## src/rtl/inst_queue_pkg.sv

```systemverilog
// Shared definitions for the fetch-to-decode instruction queue.
// Entry layout and the empty-slot filler used by inst_queue and its storage.
package inst_queue_pkg;

  localparam int INST_QUEUE_DEPTH = 4;
  localparam int IQ_DATA_W        = 64;
  localparam int IQ_ECODE_W       = 6;

  typedef struct packed {
    logic [IQ_DATA_W-1:0]  data;
    logic                  exc;
    logic [IQ_ECODE_W-1:0] ecode;
  } IQ_ENTRY;

  localparam IQ_ENTRY IQ_NOP = '{data: '0, exc: 1'b0, ecode: '0};

endpackage

```

## src/rtl/iq_ram.sv

```systemverilog
// Entry storage for inst_queue: one synchronous write port, one asynchronous read port.
// Contents are deliberately not reset; occupancy tracking lives in the parent.
module iq_ram #(
  parameter int DEPTH = 4,
  parameter int W     = 71,
  parameter int AW    = $clog2(DEPTH)
) (
  input  logic          clk,
  input  logic          we,
  input  logic [AW-1:0] waddr,
  input  logic [W-1:0]  wdata,
  input  logic [AW-1:0] raddr,
  output logic [W-1:0]  rdata
);

  logic [W-1:0] mem [DEPTH];

  always_ff @(posedge clk) begin
    if (we) mem[waddr] <= wdata;
  end

  assign rdata = mem[raddr];

endmodule

```

## src/rtl/inst_queue.sv

```systemverilog
// Elastic IF->ID buffer: valid/allow handshake in and out, intake frozen after an
// exception entry, cleared by flush. Optional zero-latency path: INST_QUEUE_BYPASS_EN.
module inst_queue
  import inst_queue_pkg::*;
#(
  parameter int DEPTH   = INST_QUEUE_DEPTH,
  parameter int DATA_W  = IQ_DATA_W,
  parameter int ECODE_W = IQ_ECODE_W
) (
  input  logic                       aclk,
  input  logic                       aresetn,
  input  logic                       valid_in,
  input  logic [DATA_W-1:0]          data_in,
  input  logic                       exc_in,
  input  logic [ECODE_W-1:0]         ecode_in,
  output logic                       allow_out,
  output logic                       valid_out,
  output logic [DATA_W-1:0]          data_out,
  output logic                       exc_out,
  output logic [ECODE_W-1:0]         ecode_out,
  input  logic                       allow_in,
  input  logic [DATA_W-1:0]          nop_data,
  input  logic                       flush,
  output logic [$clog2(DEPTH):0]     count
);

  localparam int PW = $clog2(DEPTH);
  localparam int CW = PW + 1;
  localparam int EW = DATA_W + 1 + ECODE_W;
  localparam logic [CW-1:0] FULL_CNT = CW'(DEPTH);
  localparam logic [PW-1:0] PTR_ONE  = PW'(1);
  localparam logic [CW-1:0] CNT_ONE  = CW'(1);

  typedef struct packed {
    logic [DATA_W-1:0]  data;
    logic               exc;
    logic [ECODE_W-1:0] ecode;
  } entry_t;

  logic [PW-1:0] rd_ptr;
  logic [PW-1:0] wr_ptr;
  logic          exc_lock;
  logic          has_head;
  logic          bypass;
  logic          push;
  logic          pop;
  logic          wr_en;
  logic          rd_en;
  entry_t        wr_entry;
  entry_t        head;

  assign wr_entry = '{data: data_in, exc: exc_in, ecode: ecode_in};

  // allow_out depends only on registered state, never on allow_in.
  assign has_head  = (count != '0);
  assign allow_out = (count != FULL_CNT) && !exc_lock;

`ifdef INST_QUEUE_BYPASS_EN
  assign bypass = !has_head && valid_in && !exc_lock;
`else
  assign bypass = 1'b0;
`endif

  assign valid_out = has_head || bypass;
  assign push      = valid_in && allow_out;
  assign pop       = valid_out && allow_in;
  // A bypassed entry taken by ID the same cycle never touches storage.
  assign wr_en     = push && !(bypass && allow_in);
  assign rd_en     = pop && has_head;

  iq_ram #(
    .DEPTH (DEPTH),
    .W     (EW)
  ) u_ram (
    .clk   (aclk),
    .we    (wr_en && !flush),
    .waddr (wr_ptr),
    .wdata (wr_entry),
    .raddr (rd_ptr),
    .rdata (head)
  );

  always_ff @(posedge aclk or negedge aresetn) begin
    if (!aresetn) begin
      rd_ptr   <= '0;
      wr_ptr   <= '0;
      count    <= '0;
      exc_lock <= 1'b0;
    end else if (flush) begin
      rd_ptr   <= '0;
      wr_ptr   <= '0;
      count    <= '0;
      exc_lock <= 1'b0;
    end else begin
      if (wr_en) wr_ptr <= wr_ptr + PTR_ONE;
      if (rd_en) rd_ptr <= rd_ptr + PTR_ONE;
      case ({wr_en, rd_en})
        2'b10:   count <= count + CNT_ONE;
        2'b01:   count <= count - CNT_ONE;
        default: count <= count;
      endcase
      if (push && exc_in) exc_lock <= 1'b1;
    end
  end

  always_comb begin
    data_out  = nop_data;
    exc_out   = 1'b0;
    ecode_out = '0;
    if (has_head) begin
      data_out  = head.data;
      exc_out   = head.exc;
      ecode_out = head.ecode;
    end else if (bypass) begin
      data_out  = data_in;
      exc_out   = exc_in;
      ecode_out = ecode_in;
    end
  end

endmodule

```

## config.mk

```make
export PLATFORM = sky130hd
export DESIGN_NAME = inst_queue
export DESIGN_NICKNAME = d
export VERILOG_FILES = /design/src/rtl/inst_queue_pkg.sv /design/src/rtl/iq_ram.sv /design/src/rtl/inst_queue.sv
export SDC_FILE = /design/constraint.sdc
export NUM_CORES = 1
export LEC_CHECK = 0
export ABC_AREA = 1
export ABC_CLOCK_PERIOD_IN_PS = 10500
export BUFFER_PORTS_ARGS = -buffer_cell sky130_fd_sc_hd__buf_4
export CAP_MARGIN = 15
export CORE_MARGIN = 2
export CORE_UTILIZATION = 30
export DETAILED_ROUTE_END_ITERATION = 12
export GPL_TIMING_DRIVEN = 0
export SLEW_MARGIN = 20
export SYNTH_ARGS = -nofsm -noshare
export SYNTH_HDL_FRONTEND = slang
export SYNTH_SLANG_ARGS = --single-unit
export TNS_END_PERCENT = 30
```

## constraint.sdc

```tcl
create_clock -name aclk -period 10.5 [get_ports aclk]
set_clock_uncertainty 0.15 [all_clocks]
set_input_delay 3.15 -clock aclk [delete_from_list [all_inputs] [get_ports aclk]]
set_output_delay 3.15 -clock aclk [all_outputs]
set_load 0.01 [all_outputs]
```

==> impl_metrics.toml <==
[critical_path]
critPathLaunchType = "input pin"
timing.rr.start = "count[0]"
r2r_slack_ns = 7.72
cp_data_required_time_ns = 7.20
path_max_fanout = 1
reg2reg_to = "u_ram.mem[3][27]"
critPathSlowestCell = "a31oi_1"
criticalPathCategory = "in2out"
cp.arrival_ns = 3.75
reg2regPathDepth = 6
max_stage_delay_ns = 0.28
cp-startpoint = "nop_data[61]"
cp-endpoint = "data_out[61]"
crit_top_cell = "buf_4"
end_kind = "output pin"
crit_chain = "buf_4 -> nor2_1 -> a31oi_1 -> buf_4"

[sta]
fin_crit_ns = 7.050
setup_violations = 0
final_max_slew_viol_count = 0
worst_slew_pin_slew_ns = 0.6594
fmax_ghz = 0.1418
hold_viol_final = 0
rsz0062_at_grt = "false"
slew_headroom_pct = 55.94
period_share_pct = 67.14
setup_tns_ns = 0
worst_hold_slack_ns = 0.4125

[synth]
synthArstFlopShare_pct = 2.740
avgSynthCellArea_um2 = 12.16
synthesis.nets = 1123
synth_top_area_share_pct = 71.74
synth_edf_count = 284
ys_seq_elements = 292
synthTopCellsByArea = "edfxtp_1 (72%), nor2_1 (11%), o21ai_0 (4.3%)"
syn_inst = 978
netlist_area_um2 = 11890
seq_area_frac_synth_pct = 73.42
synth.distinct_cells = 28
yosysWarnings = 0
synth_top_flop_cell = "edfxtp_1"
yosys.area.top_type = "edfxtp_1"

[routing]
drc = 0
wl_per_cell_um = 18.69
vias = 8329
drt_iter0_markers = 537
viasPerCell = 4.679
ant_nets = 0
dr.pass1.iters = 5
wirelength_um = 33260

[clock_tree]
ctsHoldBuffers = 0
cts-htree-levels = 1
cts.sinks = 292
cts.reportedPaths.clkPinSlew_ns = 0.06
cts_tree = "done"
clockRootBuffer = "clkbuf_16"
cts_buffers = 31
postCtsSetupRepairBufs = 0
cts_buffer_depth = 3
clk_latency_ns = 0.57
cts_resized = 0

[final_layout]
seqCellArea_um2 = 8728
final_common_cell = "nor2_1"
multi_input_area_um2 = 2779
area_growth_pct = 29.46
final_nets = 1384
drive_above_1_share_pct = 25.91
most-common-layout-cells = "nor2_1 (348), edfxtp_1 (284), buf_4 (227), o21ai_0 (101), a31oi_1 (63)"
diodes = 0
n_fill_cell = 3747

[power_and_ir_drop]
power_uw = 3673
power.static_leakage_uw = 0.005617
ir_worst_vdd_mv = 0.1397
power_density_nw_per_um2 = 238.6

[global_route]
antenna_found_initial = 0
grt.total_usage_pct = 15.84
gr-total-overflow = 0
met3_usage_pct = 2.456
grtUsageMet1_pct = 21.04
grt_pass1_vias = 8461
grtUsageMet2_pct = 27.07
grt_pass1_wl_um = 49440
grt_max_degree = 23
grt_busiest_layer = "met2"

[floorplanning]
die_h_um = 203.1
core.rowCount = 72
core_um2 = 38920
start_util_pct = 30.55
die-width_um = 203.1
die-area_um2 = 41230
ios = 216

[worst_hold_path]
worstHoldStart = "wr_ptr[0]"
hold_path.class = "reg2reg"

[placed_design]
gp_congestion = 0.7719
port_buffers = 215
dpl.hpwl_um = 22290

[run_status]
status = "finished, final reports clean"

[job]
maxCapViolCount = 0
## cells in the mapped netlist (3+ instances only)
master and instances:
buf_1 4, nand4_1 4, inv_1 12, nand3_1 7, clkbuf_1 10, nand2_1 19
clkbuf_2 3, buf_2 25, buf_4 12, nor2_1 352, ha_1 4, buf_6 6
a21oi_1 9, inv_2 3, o21ai_0 101, dfrtp_1 8, a31oi_1 63, o21ai_1 43
edfxtp_1 284
## worst min-delay path by stage
| stage | end | slack, ns | depth (start not counted) |
|---|---|---|---|
| floorplan | wr_ptr[0] | 0.37 | 1 |
| global placement | wr_ptr[0] | 0.39 | 1 |
| detailed placement | wr_ptr[0] | 0.41 | 1 |
| CTS | wr_ptr[0] | 0.41 | 1 |
| global route | wr_ptr[0] | 0.47 | 1 |
| finish | wr_ptr[0] | 0.41 | 1 |
## kinds of logic after synthesis
group	after synthesis	share of synthesized area, %
AOI/OAI and AO/OA	219	10.04
adders and majority gates	5	0.5894
buffers and inverters	76	3.452
DFF	292	73.42
and+or+nand+nor	386	12.49
## through the flow
| step | utilization, % | worst slack, ns | std cells | cell area (µm²) |
|---|---|---|---|---|
| after floorplan | - | 3.424 | 978 | 11890 |
| after global placement | 36.36 | 0.3833 | 1711 | 14150 |
| after detailed placement | 37.24 | 3.476 | 1724 | 14490 |
| after CTS | 39.54 | 3.463 | 1780 | 15390 |
| after global routing | 39.54 | 3.423 | 1780 | 15390 |
| final | 39.54 | 3.450 | 1780 | 15390 |
## worst max-delay path, delay by kind of cell
kind	cells	cell delay, ns
buffers and inverters	2	0.28
AOI/OAI and AO/OA	1	0.28
and+or+nand+nor	1	0.04
## report_power, final
group,internal (µW),switching (µW),total (µW)
clock network,542,438,980
logic,533,792,1320
registers,1350,22.3,1370
total,2420,1250,3670
## area by class of cell
cell class / instances / area share, %
clock buffer: 40 / 5.260
sequential: 292 / 56.72
multi-input combinational: 610 / 18.06
tap: 518 / 4.211
inverter: 16 / 0.3902
clock inverter: 16 / 0.5691
timing repair buffer: 228 / 12.52
buffer: 60 / 2.276
## layer usage
| metal | vias up | share of wire [%] |
|---|---|---|
| li1 | 4007 | - |
| met1 | 4023 | 44 |
| met3 | 42 | 5.9 |
| met4 | 0 | 1.8 |
| met5 | - | 0 |
| met2 | 257 | 49 |
## sequential cells by signal, indices dropped and copies added, names as in the netlist
| name | flops |
|---|---|
| u_ram.mem | 284 |
| wr_ptr | 2 |
| exc_lock | 1 |
| count | 3 |
| rd_ptr | 2 |
(Power assumes the default switching activity.)
